File: config.mk
export PLATFORM = sky130hd
export DESIGN_NAME = wb_arb_mux_flat
export DESIGN_NICKNAME = d
export VERILOG_FILES = /design/src/rtl/wb_arb_mux_if.sv /design/src/rtl/wb_arb_mux.sv /design/src/flat_wrapper.sv
export SDC_FILE = /design/constraint.sdc
export NUM_CORES = 1
export LEC_CHECK = 0
export ABC_AREA = 1
export CORE_AREA = 8 8 146 148
export CTS_CLUSTER_SIZE = 24
export DETAILED_ROUTE_END_ITERATION = 8
export DIE_AREA = 0 0 154 156
export GPL_TIMING_DRIVEN = 0
export PLACE_DENSITY = 0.55
export SETUP_SLACK_MARGIN = 0.3
export SLEW_MARGIN = 30
export SYNTH_ARGS = -nofsm -noshare
export SYNTH_HDL_FRONTEND = slang
export SYNTH_SLANG_ARGS = --single-unit
File: constraint.sdc
create_clock -name clk_i -period 2.24 [get_ports clk_i]
set_input_delay 0.224 -clock clk_i [delete_from_list [all_inputs] [get_ports clk_i]]
set_output_delay 0.224 -clock clk_i [all_outputs]
set_load 0.01 [all_outputs]
File: src/rtl/wb_arb_mux_if.sv
// Bus bundle connecting the Wishbone masters and slaves to wb_arb_mux.
// The slave modport is the arbiter's view. The master modport is the view of the surrounding agents.
interface wb_arb_mux_if #(
    parameter int WB_DATA_WIDTH = 32,
    parameter int WB_ADDR_WIDTH = 32,
    parameter int WB_SEL_WIDTH  = 4,
    parameter int NUM_MASTERS   = 2,
    parameter int NUM_SLAVES    = 4
);
    logic [NUM_MASTERS*WB_ADDR_WIDTH-1:0] m_addr_i;
    logic [NUM_MASTERS*WB_DATA_WIDTH-1:0] m_data_i;
    logic [NUM_MASTERS*WB_SEL_WIDTH-1:0]  m_sel_i;
    logic [NUM_MASTERS-1:0]               m_we_i;
    logic [NUM_MASTERS-1:0]               m_stb_i;
    logic [NUM_MASTERS-1:0]               m_cyc_i;
    logic [NUM_MASTERS-1:0]               m_ack_o;
    logic [NUM_MASTERS-1:0]               m_err_o;
    logic [WB_DATA_WIDTH-1:0]             m_data_o;

    logic [WB_ADDR_WIDTH-1:0]             s_addr_o;
    logic [WB_DATA_WIDTH-1:0]             s_data_o;
    logic [WB_SEL_WIDTH-1:0]              s_sel_o;
    logic                                 s_we_o;
    logic [NUM_SLAVES-1:0]                s_stb_o;
    logic [NUM_SLAVES-1:0]                s_cyc_o;
    logic [NUM_SLAVES-1:0]                s_ack_i;
    logic [NUM_SLAVES*WB_DATA_WIDTH-1:0]  s_data_i;

    modport slave (
        input  m_addr_i, m_data_i, m_sel_i, m_we_i, m_stb_i, m_cyc_i,
        input  s_ack_i, s_data_i,
        output m_ack_o, m_err_o, m_data_o,
        output s_addr_o, s_data_o, s_sel_o, s_we_o, s_stb_o, s_cyc_o
    );

    modport master (
        output m_addr_i, m_data_i, m_sel_i, m_we_i, m_stb_i, m_cyc_i,
        output s_ack_i, s_data_i,
        input  m_ack_o, m_err_o, m_data_o,
        input  s_addr_o, s_data_o, s_sel_o, s_we_o, s_stb_o, s_cyc_o
    );
endinterface

File: src/rtl/wb_arb_mux.sv
// Round-robin Wishbone arbiter with a shared slave bus, address decoder, bus-error path and watchdog.
// A grant is held until the owner drops cyc. Decode misses and watchdog expiry each cost one ERROR cycle.
module wb_arb_mux #(
    parameter int WB_DATA_WIDTH  = 32,
    parameter int WB_ADDR_WIDTH  = 32,
    parameter int WB_SEL_WIDTH   = 4,
    parameter int NUM_MASTERS    = 2,
    parameter int NUM_SLAVES     = 4,
    parameter logic [NUM_SLAVES*WB_ADDR_WIDTH-1:0] SLAVE_BASE = '0,
    parameter logic [NUM_SLAVES*WB_ADDR_WIDTH-1:0] SLAVE_MASK = '0,
    parameter int TIMEOUT_CYCLES = 255
) (
    input  logic                   clk_i,
    input  logic                   rst_i,
    wb_arb_mux_if.slave            bus,
    output logic [NUM_MASTERS-1:0] grant_o,
    output logic                   timeout_o
);
    localparam int AW  = WB_ADDR_WIDTH;
    localparam int DW  = WB_DATA_WIDTH;
    localparam int SW  = WB_SEL_WIDTH;
    localparam int MW  = (NUM_MASTERS > 1) ? $clog2(NUM_MASTERS) : 1;
    localparam int SIW = (NUM_SLAVES > 1) ? $clog2(NUM_SLAVES) : 1;
    localparam int CW  = (TIMEOUT_CYCLES > 0) ? $clog2(TIMEOUT_CYCLES + 1) : 1;

    typedef enum logic [1:0] {
        ST_IDLE,
        ST_GRANTED,
        ST_ERROR
    } state_e;

    state_e                 state_q, state_d;
    logic [NUM_MASTERS-1:0] grant_q, grant_d;
    logic [MW-1:0]          owner_q, owner_d;
    logic [MW-1:0]          last_q, last_d;
    logic [CW-1:0]          cnt_q, cnt_d;
    logic                   timeout_q, timeout_d;

    logic [AW-1:0]          gnt_addr;
    logic [DW-1:0]          gnt_data;
    logic [SW-1:0]          gnt_sel;
    logic                   gnt_we, gnt_stb, gnt_cyc;

    logic                   hit_any;
    logic [SIW-1:0]         hit_idx;
    logic                   hit_ack;
    logic [DW-1:0]          hit_data;
    logic                   ack_fwd;

    logic                   pick_any;
    logic [MW-1:0]          pick_idx;
    int                     cand;

    // Mux of the owning master's request; the owner is meaningful in GRANTED and ERROR.
    // NOTE: every signal written in always_comb gets a default first, so no path infers a latch.
    always_comb begin
        gnt_addr = '0;
        gnt_data = '0;
        gnt_sel  = '0;
        gnt_we   = 1'b0;
        gnt_stb  = 1'b0;
        gnt_cyc  = 1'b0;
        if (state_q != ST_IDLE) begin
            for (int i = 0; i < NUM_MASTERS; i++) begin
                if (owner_q == MW'(i)) begin
                    gnt_addr = bus.m_addr_i[i*AW +: AW];
                    gnt_data = bus.m_data_i[i*DW +: DW];
                    gnt_sel  = bus.m_sel_i[i*SW +: SW];
                    gnt_we   = bus.m_we_i[i];
                    gnt_stb  = bus.m_stb_i[i];
                    gnt_cyc  = bus.m_cyc_i[i];
                end
            end
        end
    end

    // Descending scan so the lowest-numbered matching slave is the one left standing.
    always_comb begin
        hit_any  = 1'b0;
        hit_idx  = '0;
        hit_ack  = 1'b0;
        hit_data = '0;
        for (int k = NUM_SLAVES - 1; k >= 0; k--) begin
            if ((gnt_addr & SLAVE_MASK[k*AW +: AW]) == SLAVE_BASE[k*AW +: AW]) begin
                hit_any = 1'b1;
                hit_idx = SIW'(k);
            end
        end
        for (int k = 0; k < NUM_SLAVES; k++) begin
            if (hit_any && hit_idx == SIW'(k)) begin
                hit_ack  = bus.s_ack_i[k];
                hit_data = bus.s_data_i[k*DW +: DW];
            end
        end
    end

    assign ack_fwd = (state_q == ST_GRANTED) && hit_any && hit_ack;

    always_comb begin
        bus.s_addr_o = gnt_addr;
        bus.s_data_o = gnt_data;
        bus.s_sel_o  = gnt_sel;
        bus.s_we_o   = gnt_we;
        bus.s_cyc_o  = '0;
        bus.s_stb_o  = '0;
        if (state_q == ST_GRANTED && hit_any) begin
            for (int k = 0; k < NUM_SLAVES; k++) begin
                if (hit_idx == SIW'(k)) begin
                    bus.s_cyc_o[k] = gnt_cyc;
                    bus.s_stb_o[k] = gnt_stb;
                end
            end
        end
        bus.m_data_o = (state_q != ST_IDLE && hit_any) ? hit_data : '0;
        bus.m_ack_o  = ack_fwd ? grant_q : '0;
        bus.m_err_o  = (state_q == ST_ERROR) ? grant_q : '0;
    end

    assign grant_o   = grant_q;
    assign timeout_o = timeout_q;

    // Round-robin pick starting after the previous owner. The descending loop lets the nearest requester win.
    always_comb begin
        pick_any = 1'b0;
        pick_idx = '0;
        cand     = 0;
        for (int i = NUM_MASTERS - 1; i >= 0; i--) begin
            cand = int'(last_q) + 1 + i;
            if (cand >= NUM_MASTERS) begin
                cand = cand - NUM_MASTERS;
            end
            if (bus.m_cyc_i[MW'(cand)]) begin
                pick_any = 1'b1;
                pick_idx = MW'(cand);
            end
        end
    end

    always_comb begin
        state_d   = state_q;
        grant_d   = grant_q;
        owner_d   = owner_q;
        last_d    = last_q;
        cnt_d     = '0;
        timeout_d = 1'b0;
        case (state_q)
            ST_IDLE: begin
                if (pick_any) begin
                    state_d = ST_GRANTED;
                    owner_d = pick_idx;
                    grant_d = NUM_MASTERS'(1) << pick_idx;
                end
            end
            ST_GRANTED: begin
                if (!gnt_cyc) begin
                    state_d = ST_IDLE;
                    grant_d = '0;
                    last_d  = owner_q;
                end else if (gnt_stb && !hit_any) begin
                    state_d = ST_ERROR;
                end else if (gnt_stb && !ack_fwd && TIMEOUT_CYCLES != 0) begin
                    // This stalled cycle is the one that brings the count up to the limit.
                    if (cnt_q == CW'(TIMEOUT_CYCLES - 1)) begin
                        state_d   = ST_ERROR;
                        timeout_d = 1'b1;
                    end else begin
                        cnt_d = cnt_q + 1'b1;
                    end
                end
            end
            ST_ERROR: begin
                if (!gnt_cyc) begin
                    state_d = ST_IDLE;
                    grant_d = '0;
                    last_d  = owner_q;
                end else begin
                    state_d = ST_GRANTED;
                end
            end
            default: begin
                state_d = ST_IDLE;
                grant_d = '0;
            end
        endcase
    end

    // NOTE: sequential state uses non-blocking assignments, so every flop samples pre-edge values.
    always_ff @(posedge clk_i) begin
        if (!rst_i) begin
            state_q   <= ST_IDLE;
            grant_q   <= '0;
            owner_q   <= '0;
            last_q    <= MW'(NUM_MASTERS - 1);
            cnt_q     <= '0;
            timeout_q <= 1'b0;
        end else begin
            state_q   <= state_d;
            grant_q   <= grant_d;
            owner_q   <= owner_d;
            last_q    <= last_d;
            cnt_q     <= cnt_d;
            timeout_q <= timeout_d;
        end
    end
endmodule

File: src/flat_wrapper.sv
// flat-port wrapper written by rule: the top's interface ports become plain ports
module wb_arb_mux_flat 
#(
    parameter int WB_DATA_WIDTH  = 32,
    parameter int WB_ADDR_WIDTH  = 32,
    parameter int WB_SEL_WIDTH   = 4,
    parameter int NUM_MASTERS    = 2,
    parameter int NUM_SLAVES     = 4,
    parameter logic [NUM_SLAVES*WB_ADDR_WIDTH-1:0] SLAVE_BASE = '0,
    parameter logic [NUM_SLAVES*WB_ADDR_WIDTH-1:0] SLAVE_MASK = '0,
    parameter int TIMEOUT_CYCLES = 255
)
  (clk_i, rst_i, grant_o, timeout_o, bus_m_addr_i, bus_m_data_i, bus_m_sel_i, bus_m_we_i, bus_m_stb_i, bus_m_cyc_i, bus_s_ack_i, bus_s_data_i, bus_m_ack_o, bus_m_err_o, bus_m_data_o, bus_s_addr_o, bus_s_data_o, bus_s_sel_o, bus_s_we_o, bus_s_stb_o, bus_s_cyc_o);
  wb_arb_mux_if #(.WB_DATA_WIDTH(WB_DATA_WIDTH), .WB_ADDR_WIDTH(WB_ADDR_WIDTH), .WB_SEL_WIDTH(WB_SEL_WIDTH), .NUM_MASTERS(NUM_MASTERS), .NUM_SLAVES(NUM_SLAVES)) bus_i ();
  input  logic clk_i;
  input  logic rst_i;
  output logic [NUM_MASTERS-1:0] grant_o;
  output logic timeout_o;
  input wire logic [$bits(bus_i.m_addr_i)-1:0] bus_m_addr_i;
  input wire logic [$bits(bus_i.m_data_i)-1:0] bus_m_data_i;
  input wire logic [$bits(bus_i.m_sel_i)-1:0] bus_m_sel_i;
  input wire logic [$bits(bus_i.m_we_i)-1:0] bus_m_we_i;
  input wire logic [$bits(bus_i.m_stb_i)-1:0] bus_m_stb_i;
  input wire logic [$bits(bus_i.m_cyc_i)-1:0] bus_m_cyc_i;
  input wire logic [$bits(bus_i.s_ack_i)-1:0] bus_s_ack_i;
  input wire logic [$bits(bus_i.s_data_i)-1:0] bus_s_data_i;
  output wire logic [$bits(bus_i.m_ack_o)-1:0] bus_m_ack_o;
  output wire logic [$bits(bus_i.m_err_o)-1:0] bus_m_err_o;
  output wire logic [$bits(bus_i.m_data_o)-1:0] bus_m_data_o;
  output wire logic [$bits(bus_i.s_addr_o)-1:0] bus_s_addr_o;
  output wire logic [$bits(bus_i.s_data_o)-1:0] bus_s_data_o;
  output wire logic [$bits(bus_i.s_sel_o)-1:0] bus_s_sel_o;
  output wire logic [$bits(bus_i.s_we_o)-1:0] bus_s_we_o;
  output wire logic [$bits(bus_i.s_stb_o)-1:0] bus_s_stb_o;
  output wire logic [$bits(bus_i.s_cyc_o)-1:0] bus_s_cyc_o;
  assign bus_i.m_addr_i = bus_m_addr_i;
  assign bus_i.m_data_i = bus_m_data_i;
  assign bus_i.m_sel_i = bus_m_sel_i;
  assign bus_i.m_we_i = bus_m_we_i;
  assign bus_i.m_stb_i = bus_m_stb_i;
  assign bus_i.m_cyc_i = bus_m_cyc_i;
  assign bus_i.s_ack_i = bus_s_ack_i;
  assign bus_i.s_data_i = bus_s_data_i;
  assign bus_m_ack_o = bus_i.m_ack_o;
  assign bus_m_err_o = bus_i.m_err_o;
  assign bus_m_data_o = bus_i.m_data_o;
  assign bus_s_addr_o = bus_i.s_addr_o;
  assign bus_s_data_o = bus_i.s_data_o;
  assign bus_s_sel_o = bus_i.s_sel_o;
  assign bus_s_we_o = bus_i.s_we_o;
  assign bus_s_stb_o = bus_i.s_stb_o;
  assign bus_s_cyc_o = bus_i.s_cyc_o;
  wb_arb_mux #(.WB_DATA_WIDTH(WB_DATA_WIDTH), .WB_ADDR_WIDTH(WB_ADDR_WIDTH), .WB_SEL_WIDTH(WB_SEL_WIDTH), .NUM_MASTERS(NUM_MASTERS), .NUM_SLAVES(NUM_SLAVES), .SLAVE_BASE(SLAVE_BASE), .SLAVE_MASK(SLAVE_MASK), .TIMEOUT_CYCLES(TIMEOUT_CYCLES)) u_core (.clk_i(clk_i), .rst_i(rst_i), .bus(bus_i), .grant_o(grant_o), .timeout_o(timeout_o));
endmodule
==> impl_metrics.sql, run 1 <==
INSERT INTO impl_metrics (metric_group, metric, value, unit) VALUES
('outcome', 'outcome', 'completed', ''),
('synthesis', 'yosys.cell_count.top_type', 'sky130_fd_sc_hd__nor2_1', ''),
('global_routing', 'grt_pass1_wl', '21300', 'um'),
('synthesis', 'synth_cell_type_count', '29', ''),
('min_path', 'min-delay-start', 'u_core.cnt_q[0]', ''),
('synthesis', 'synth_seq_cells', '15', ''),
('floorplanning', 'overall_die_width', '154', 'um'),
('route', 'detail-route-antenna-nets', '0', ''),
('synthesis', 'avgSynthCellArea', '5.12', 'um2'),
('route', 'wl_per_cell', '15.4', 'um'),
('synthesis', 'ys_seq_area_share', '14.1', '%'),
('clocking', 'clk_pin_slew', '50', 'ps'),
('floorplanning', 'die_area', '0.0240', 'mm2'),
('clocking', 'cts_num_sinks', '15', ''),
('worst_setup_path', 'worstPathMaxFanout', '10', ''),
('synthesis', 'synth_top_cells_by_area', 'sky130_fd_sc_hd__nor2_1 33%, sky130_fd_sc_hd__o21ai_0 17%, sky130_fd_sc_hd__dfxtp_1 14%', ''),
('pwr', 'power_switching_share', '47.2', '%'),
('floorplanning', 'floorplan.initialDensity', '11.2', '%'),
('pwr', 'pwr-share-seq', '8.3', '%'),
('final_layout', 'fillCellCount', '2183', ''),
('worst_setup_path', 'end_kind', 'output port', ''),
('pwr', 'p_switching', '1.83', 'mW'),
('global_routing', 'grt_start_max_net_pins', '11', ''),
('floorplanning', 'io_pins', '392', ''),
('global_routing', 'global_route.usage.total', '11.4', '%'),
('route', 'overall_via_count_from_detail_route', '3622', ''),
('floorplanning', 'core', '0.0191', 'mm2'),
('pwr', 'p_clk_share', '9.0', '%'),
('sta', 'layout_setup_ws', '322', 'ps'),
('global_routing', 'grt_antenna_before_repair', '0', ''),
('place', 'detailed_place_hpwl', '12400', 'um'),
('pwr', 'p_comb_share', '82.7', '%'),
('global_routing', 'globalRouteOverflowTotal', '0', ''),
('final_layout', 'final_area', '0.00531', 'mm2'),
('synthesis', 'synth-edff-count', '0', ''),
('synthesis', 'synth_instances', '417', ''),
('sta', 'fmax', '521', 'MHz'),
('floorplanning', 'die_h', '156', 'um'),
('place', 'dpl_worst_slack', '-558', 'ps'),
('worst_setup_path', 'worstPathRequired', '2020', 'ps'),
('clocking', 'clk_path_buf_depth', '2', ''),
('synthesis', 'synth-async-reset-ratio', '0', '%'),
('route', 'detailedRoute.firstPassIterationCount', '4', ''),
('final_layout', 'area_delta_synth_final', '148', '%'),
('final_layout', 'post_route_cells_drive_above_1_share', '18.2', '%'),
('synthesis', 'netlist_top_cells_count', '186 x sky130_fd_sc_hd__nor2_1, 71 x sky130_fd_sc_hd__o21ai_0, 46 x sky130_fd_sc_hd__inv_1, 25 x sky130_fd_sc_hd__nand2_1, 16 x sky130_fd_sc_hd__clkbuf_1', ''),
('final_layout', 'multi_input_area', '0.00150', 'mm2'),
('synthesis', 'synthFlopType', 'sky130_fd_sc_hd__dfxtp_1', ''),
('pwr', 'power_leakage', '2.65', 'nW'),
('sta', 'timing.final.setup_violations', '0', ''),
('synthesis', 'synth_cell_area', '0.00214', 'mm2'),
('final_layout', 'final_net_count', '1007', ''),
('final_layout', 'regArea', '303', 'um2'),
('floorplanning', 'core.rowCount', '51', ''),
('place', 'place_congestion', '0.825', ''),
('worst_setup_path', 'worst-endpoint-arrival', '1690', 'ps'),
('clocking', 'cts_tree', 'built', ''),
('route', 'avgViaCountPerCell', '3.77', ''),
('sta', 'final.setup_skew', '0.878', 'ps'),
('synthesis', 'synth.largest_area_cell', 'sky130_fd_sc_hd__nor2_1', ''),
('sta', 'timing.final.crit_share', '85.6', '%'),
('clocking', 'cts-root-buf', 'sky130_fd_sc_hd__clkbuf_16', ''),
('worst_setup_path', 'crit_type', 'flip-flop to output port', ''),
('synthesis', 'synth_top_area_share', '32.7', '%'),
('clocking', 'cts-hold-fix-buffers', '0', ''),
('synthesis', 'synthesis.yosys.warnings', '0', ''),
('global_routing', 'vias_in_the_first_global_route', '3691', ''),
('worst_setup_path', 'worst-r2r-setup-slack', '690', 'ps'),
('final_layout', 'antenna-diode-count', '0', ''),
('place', 'postPlaceCellArea', '0.00532', 'mm2'),
('run', 'max_cap_viol_count', '0', '');
## cell families after synthesis
| family | synth area share [%] |
|---|---|
| and+or+nand+nor | 45.1 |
| buffers and inverters | 16.9 |
| AOI/OAI and AO/OA | 19.0 |
| DFF | 14.1 |
| adders and majority gates | 3.51 |
| xor gates and xnor gates | 1.23 |
| other | 0.175 |
## worst max-delay path, stage by stage, from the launching register on
cell and delay, ps:
sky130_fd_sc_hd__dfxtp_2 330, sky130_fd_sc_hd__inv_2 40, sky130_fd_sc_hd__ha_2 170, sky130_fd_sc_hd__buf_6 130, sky130_fd_sc_hd__buf_4 150, sky130_fd_sc_hd__clkbuf_4 190
sky130_fd_sc_hd__nor2_2 160, sky130_fd_sc_hd__dlygate4sd2_1 290
## repair_timing
| item | 4_1_cts | 5_1_grt |
|---|---|---|
| cloned | 2 | 1 |
| endpoints found under the hold margin | 0 | 0 |
| buffers inserted | 6 | 3 |
| resized for setup | 273 | 80 |
| setup endpoints to repair | 103 | 70 |
| pin swaps | 13 | 12 |
## metal layers
metal | track usage (%) | share of wire [%] | vias to the layer above
li1 | - | - | 1880
met1 | 12.5 | 41 | 1524
met2 | 19.6 | 45 | 209
met3 | 5.90 | 13 | 9
met4 | 1.54 | 0.78 | 0
met5 | 0 | 0 | -
## sequential cells by signal (all words and copies together) (netlist names)
register,flops
u_core.grant_o,2
u_core.timeout_o,1
u_core.state_q,2
u_core.last_q,1
u_core.cnt_q,8
u_core.owner_q,1
## stage by stage
step	util (%)	hold WS [ps]	TNS [ps]	total power, mW	instances
2_1_floorplan	-	345	0	1.69	422
4_1_cts	28.7	473	0	3.99	958
3_3_place_gp	27.9	456	-19060	3.60	946
3_5_place_dp	27.9	462	-19920	3.60	946
5_1_grt	27.8	493	0	4.25	962
6_report	27.8	472	0	3.88	962
## path summary, 6_finish.rpt
check,endpoint,cells after the start
setup / recovery,bus_m_data_o[23],7
hold / removal,u_core.cnt_q[0],1
setup reg to reg,u_core.state_q[0],9
hold reg to reg,u_core.cnt_q[0],1
## power groups by stage
stage	sequential, mW	clock, mW	combinational (mW)
after floorplan	0.325	0	1.37
after global placement	0.329	0	3.28
after detailed placement	0.330	0	3.26
after CTS	0.323	0.352	3.31
after global routing	0.327	0.369	3.56
final	0.322	0.348	3.21
## area by class of cell
| cell class | instances | area share, % |
|---|---|---|
| timing repair buffer | 298 | 49.9 |
| multi-input combinational | 326 | 28.3 |
| sequential | 15 | 5.70 |
| tap | 238 | 5.61 |
| buffer | 33 | 5.28 |
| inverter | 48 | 3.72 |
| clock buffer | 4 | 1.48 |
## layout by cell type (no fill, tap or decap), types with 4 or more instances in the layout
master / instances
sky130_fd_sc_hd__conb_1: 6
sky130_fd_sc_hd__nand3_1: 7
sky130_fd_sc_hd__clkdlybuf4s50_1: 181
sky130_fd_sc_hd__buf_8: 6
sky130_fd_sc_hd__inv_1: 44
sky130_fd_sc_hd__o21ai_0: 68
sky130_fd_sc_hd__dlymetal6s2s_1: 4
sky130_fd_sc_hd__buf_4: 18
sky130_fd_sc_hd__clkbuf_2: 35
sky130_fd_sc_hd__ha_1: 5
sky130_fd_sc_hd__clkbuf_16: 4
sky130_fd_sc_hd__nor2_1: 184
sky130_fd_sc_hd__dfxtp_1: 13
sky130_fd_sc_hd__nand2_1: 25
sky130_fd_sc_hd__buf_6: 5
sky130_fd_sc_hd__dlygate4sd2_1: 31
sky130_fd_sc_hd__buf_2: 37
sky130_fd_sc_hd__a21oi_1: 7
sky130_fd_sc_hd__clkbuf_1: 7
(Power assumes the default switching activity.)
==> inputs of run 2 (changes only) <==
Settings changed: TNS_END_PERCENT set to 5.
==> impl_metrics.sql, run 2 (synthesis gave the netlist of run 1 again) <==
INSERT INTO impl_metrics (metric_group, metric, value, unit) VALUES
('outcome', 'outcome', 'completed', ''),
('route', 'm1WireLength', '5880', 'um'),
('pwr', 'power_density', '714', 'mW/mm2'),
('final_layout', 'final_cell_count_no_fill', '958', ''),
('run', 'max_cap_viol_count', '0', ''),
('clocking', 'clk_path_buf_depth', '2', ''),
('route', 'drt_first_iter_violations', '79', ''),
('floorplanning', 'core', '0.0191', 'mm2'),
('place', 'portBuffers', '286', ''),
('route', 'wl_per_cell', '15.3', 'um'),
('sta', 'final.setup_skew', '0.829', 'ps'),
('route', 'overall_via_count_from_detail_route', '3617', ''),
('route', 'detailedRoute.firstPassIterationCount', '4', ''),
('sta', 'rsz0062_at_grt', 'true', ''),
('worst_setup_path', 'worst-endpoint-arrival', '1830', 'ps'),
('final_layout', 'largest_register_by_flop_count', 'u_core.cnt_q', ''),
('sta', 'final_hold_viols', '0', ''),
('sta', 'max_slew.worst_pin.slew', '518', 'ps'),
('final_layout', 'antenna-diode-count', '0', ''),
('worst_setup_path', 'crit_type', 'flip-flop to output port', ''),
('final_layout', 'post_route_cells_drive_above_1_share', '8.89', '%'),
('pwr', 'peakVddDrop', '0.000309', 'V'),
('final_layout', 'commonest_non_fill_non_tap_cells_in_the_layout', '211 x sky130_fd_sc_hd__clkdlybuf4s50_1, 185 x sky130_fd_sc_hd__nor2_1, 70 x sky130_fd_sc_hd__o21ai_0', ''),
('sta', 'fmax', '486', 'MHz'),
('sta', 'layout_setup_ws', '184', 'ps'),
('global_routing', 'grt_start_max_net_pins', '11', ''),
('place', 'detailed_place_hpwl', '12400', 'um'),
('global_routing', 'vias_in_the_first_global_route', '3683', ''),
('route', 'highest-signal-layer', 'met4', ''),
('place', 'placed_instance_count', '946', ''),
('final_layout', 'fillCellCount', '2142', ''),
('global_routing', 'grt_antenna_before_repair', '0', ''),
('clocking', 'cts-root-buf', 'sky130_fd_sc_hd__clkbuf_16', ''),
('floorplanning', 'io_pins', '392', ''),
('clocking', 'cts_num_sinks', '15', ''),
('floorplanning', 'die_area', '0.0240', 'mm2'),
('worst_setup_path', 'end_kind', 'output port', ''),
('global_routing', 'grt_pass1_wl', '21300', 'um'),
('worst_setup_path', 'worst_setup_path_start_kind', 'flip-flop', ''),
('clocking', 'cts_inserted_buffers', '3', ''),
('floorplanning', 'core.rowCount', '51', ''),
('sta', 'period_minus_slack', '2060', 'ps'),
('final_layout', 'area_delta_synth_final', '156', '%'),
('route', 'avgViaCountPerCell', '3.78', ''),
('final_layout', 'layout.cells.most_common', 'sky130_fd_sc_hd__clkdlybuf4s50_1', ''),
('worst_setup_path', 'worstPathMaxFanout', '10', ''),
('sta', 'final_max_slew_viol_count', '0', ''),
('floorplanning', 'floorplan.initialDensity', '11.2', '%'),
('route', 'detail-route-antenna-nets', '0', ''),
('clocking', 'cts_tree', 'built', ''),
('route', 'wirelength', '14700', 'um'),
('sta', 'timing.final.crit_share', '91.8', '%'),
('pwr', 'power_leakage', '2.61', 'nW'),
('clocking', 'clock_latency', '240', 'ps'),
('floorplanning', 'overall_die_width', '154', 'um'),
('floorplanning', 'die_h', '156', 'um'),
('sta', 'slew-limit-headroom', '65.5', '%'),
('clocking', 'clk_pin_slew', '50', 'ps'),
('place', 'place_congestion', '0.825', ''),
('place', 'dpl_worst_slack', '-558', 'ps'),
('worst_setup_path', 'worstPathRequired', '2020', 'ps'),
('clocking', 'htree_levels', '1', ''),
('final_layout', 'final_net_count', '1003', ''),
('min_path', 'worstHoldPathType', 'flip-flop to flip-flop', ''),
('route', 'drc', '0', ''),
('global_routing', 'global_route.usage.total', '11.3', '%'),
('sta', 'timing.final.setup_violations', '0', ''),
('route', 'met3WireLength', '2060', 'um'),
('final_layout', 'largest_reg_flops', '8', ''),
('route', 'routed-wl-met2', '6590', 'um'),
('global_routing', 'globalRouteOverflowTotal', '0', '');
==> run 2: cell count changes in the layout (fill, tap and decap cells not counted), moves of 4 or more <==
cell / before / now
sky130_fd_sc_hd__buf_2: 37 / 4
sky130_fd_sc_hd__buf_8: 6 / 2
sky130_fd_sc_hd__dlygate4sd2_1: 31 / 59
sky130_fd_sc_hd__clkbuf_1: 7 / 12
sky130_fd_sc_hd__clkdlybuf4s50_1: 181 / 211
sky130_fd_sc_hd__clkbuf_2: 35 / 7
==> run 2: path summary, 6_finish.rpt <==
check	startpoint	to	slack (ps)	cells after the start
worst max-delay path	u_core.state_q[0]	bus_s_data_o[25]	180	9
worst min-delay path	u_core.cnt_q[0]	u_core.cnt_q[0]	470	1
worst max register to register	u_core.state_q[0]	u_core.state_q[1]	720	8
worst min register to register	u_core.cnt_q[0]	u_core.cnt_q[0]	470	1
==> run 2: metal layers <==
metal  GRT usage, %  up-vias
met4           1.54        0
li1               -     1873
met2           19.5      208
met1           12.4     1527
met3           6.04        9
met5              0        -
==> run 2: stage by stage <==
step	hold slack [ps]	power (mW)	setup TNS, ps	utilization, %	instance area (um2)
finish	472	3.91	0	28.7	5470
global route	493	4.28	0	28.7	5470
CTS	473	4.00	0	28.7	5480
detailed placement	462	3.60	-19920	27.9	5320
global placement	456	3.60	-19060	27.9	5320
floorplan	345	1.69	0	-	2160
==> run 2: power breakdown <==
group	switching (mW)	internal, mW
registers	0.0228	0.300
logic	1.66	1.57
clock network	0.106	0.241
==> run 2: area by class of cell <==
type	count	area [um2]	share of cell area, %
plain buffers	33	243	4.43
flip-flops and latches	15	303	5.53
multi-input cells	326	1500	27.4
clock buffers	4	78.8	1.44
repair buffers	294	2860	52.3
well taps	238	298	5.44
inverters	48	193	3.52
==> run 2: timing repair <==
item | CTS | global route
resized for setup | 135 | 14
endpoints found under the setup margin | 103 | 103
hold buffers | 0 | 0
cloned | 2 | 0
setup buffers | 6 | 0
pin swaps | 4 | 1
==> run 2: worst max-delay path, cell delays in order, from the launching register on <==
cell	delay [ps]
sky130_fd_sc_hd__dfxtp_2	330
sky130_fd_sc_hd__inv_2	40
sky130_fd_sc_hd__ha_2	170
sky130_fd_sc_hd__buf_6	140
sky130_fd_sc_hd__inv_8	80
sky130_fd_sc_hd__buf_12	130
sky130_fd_sc_hd__buf_4	160
sky130_fd_sc_hd__o21ai_0	90
sky130_fd_sc_hd__nor2_1	180
sky130_fd_sc_hd__clkdlybuf4s15_2	260
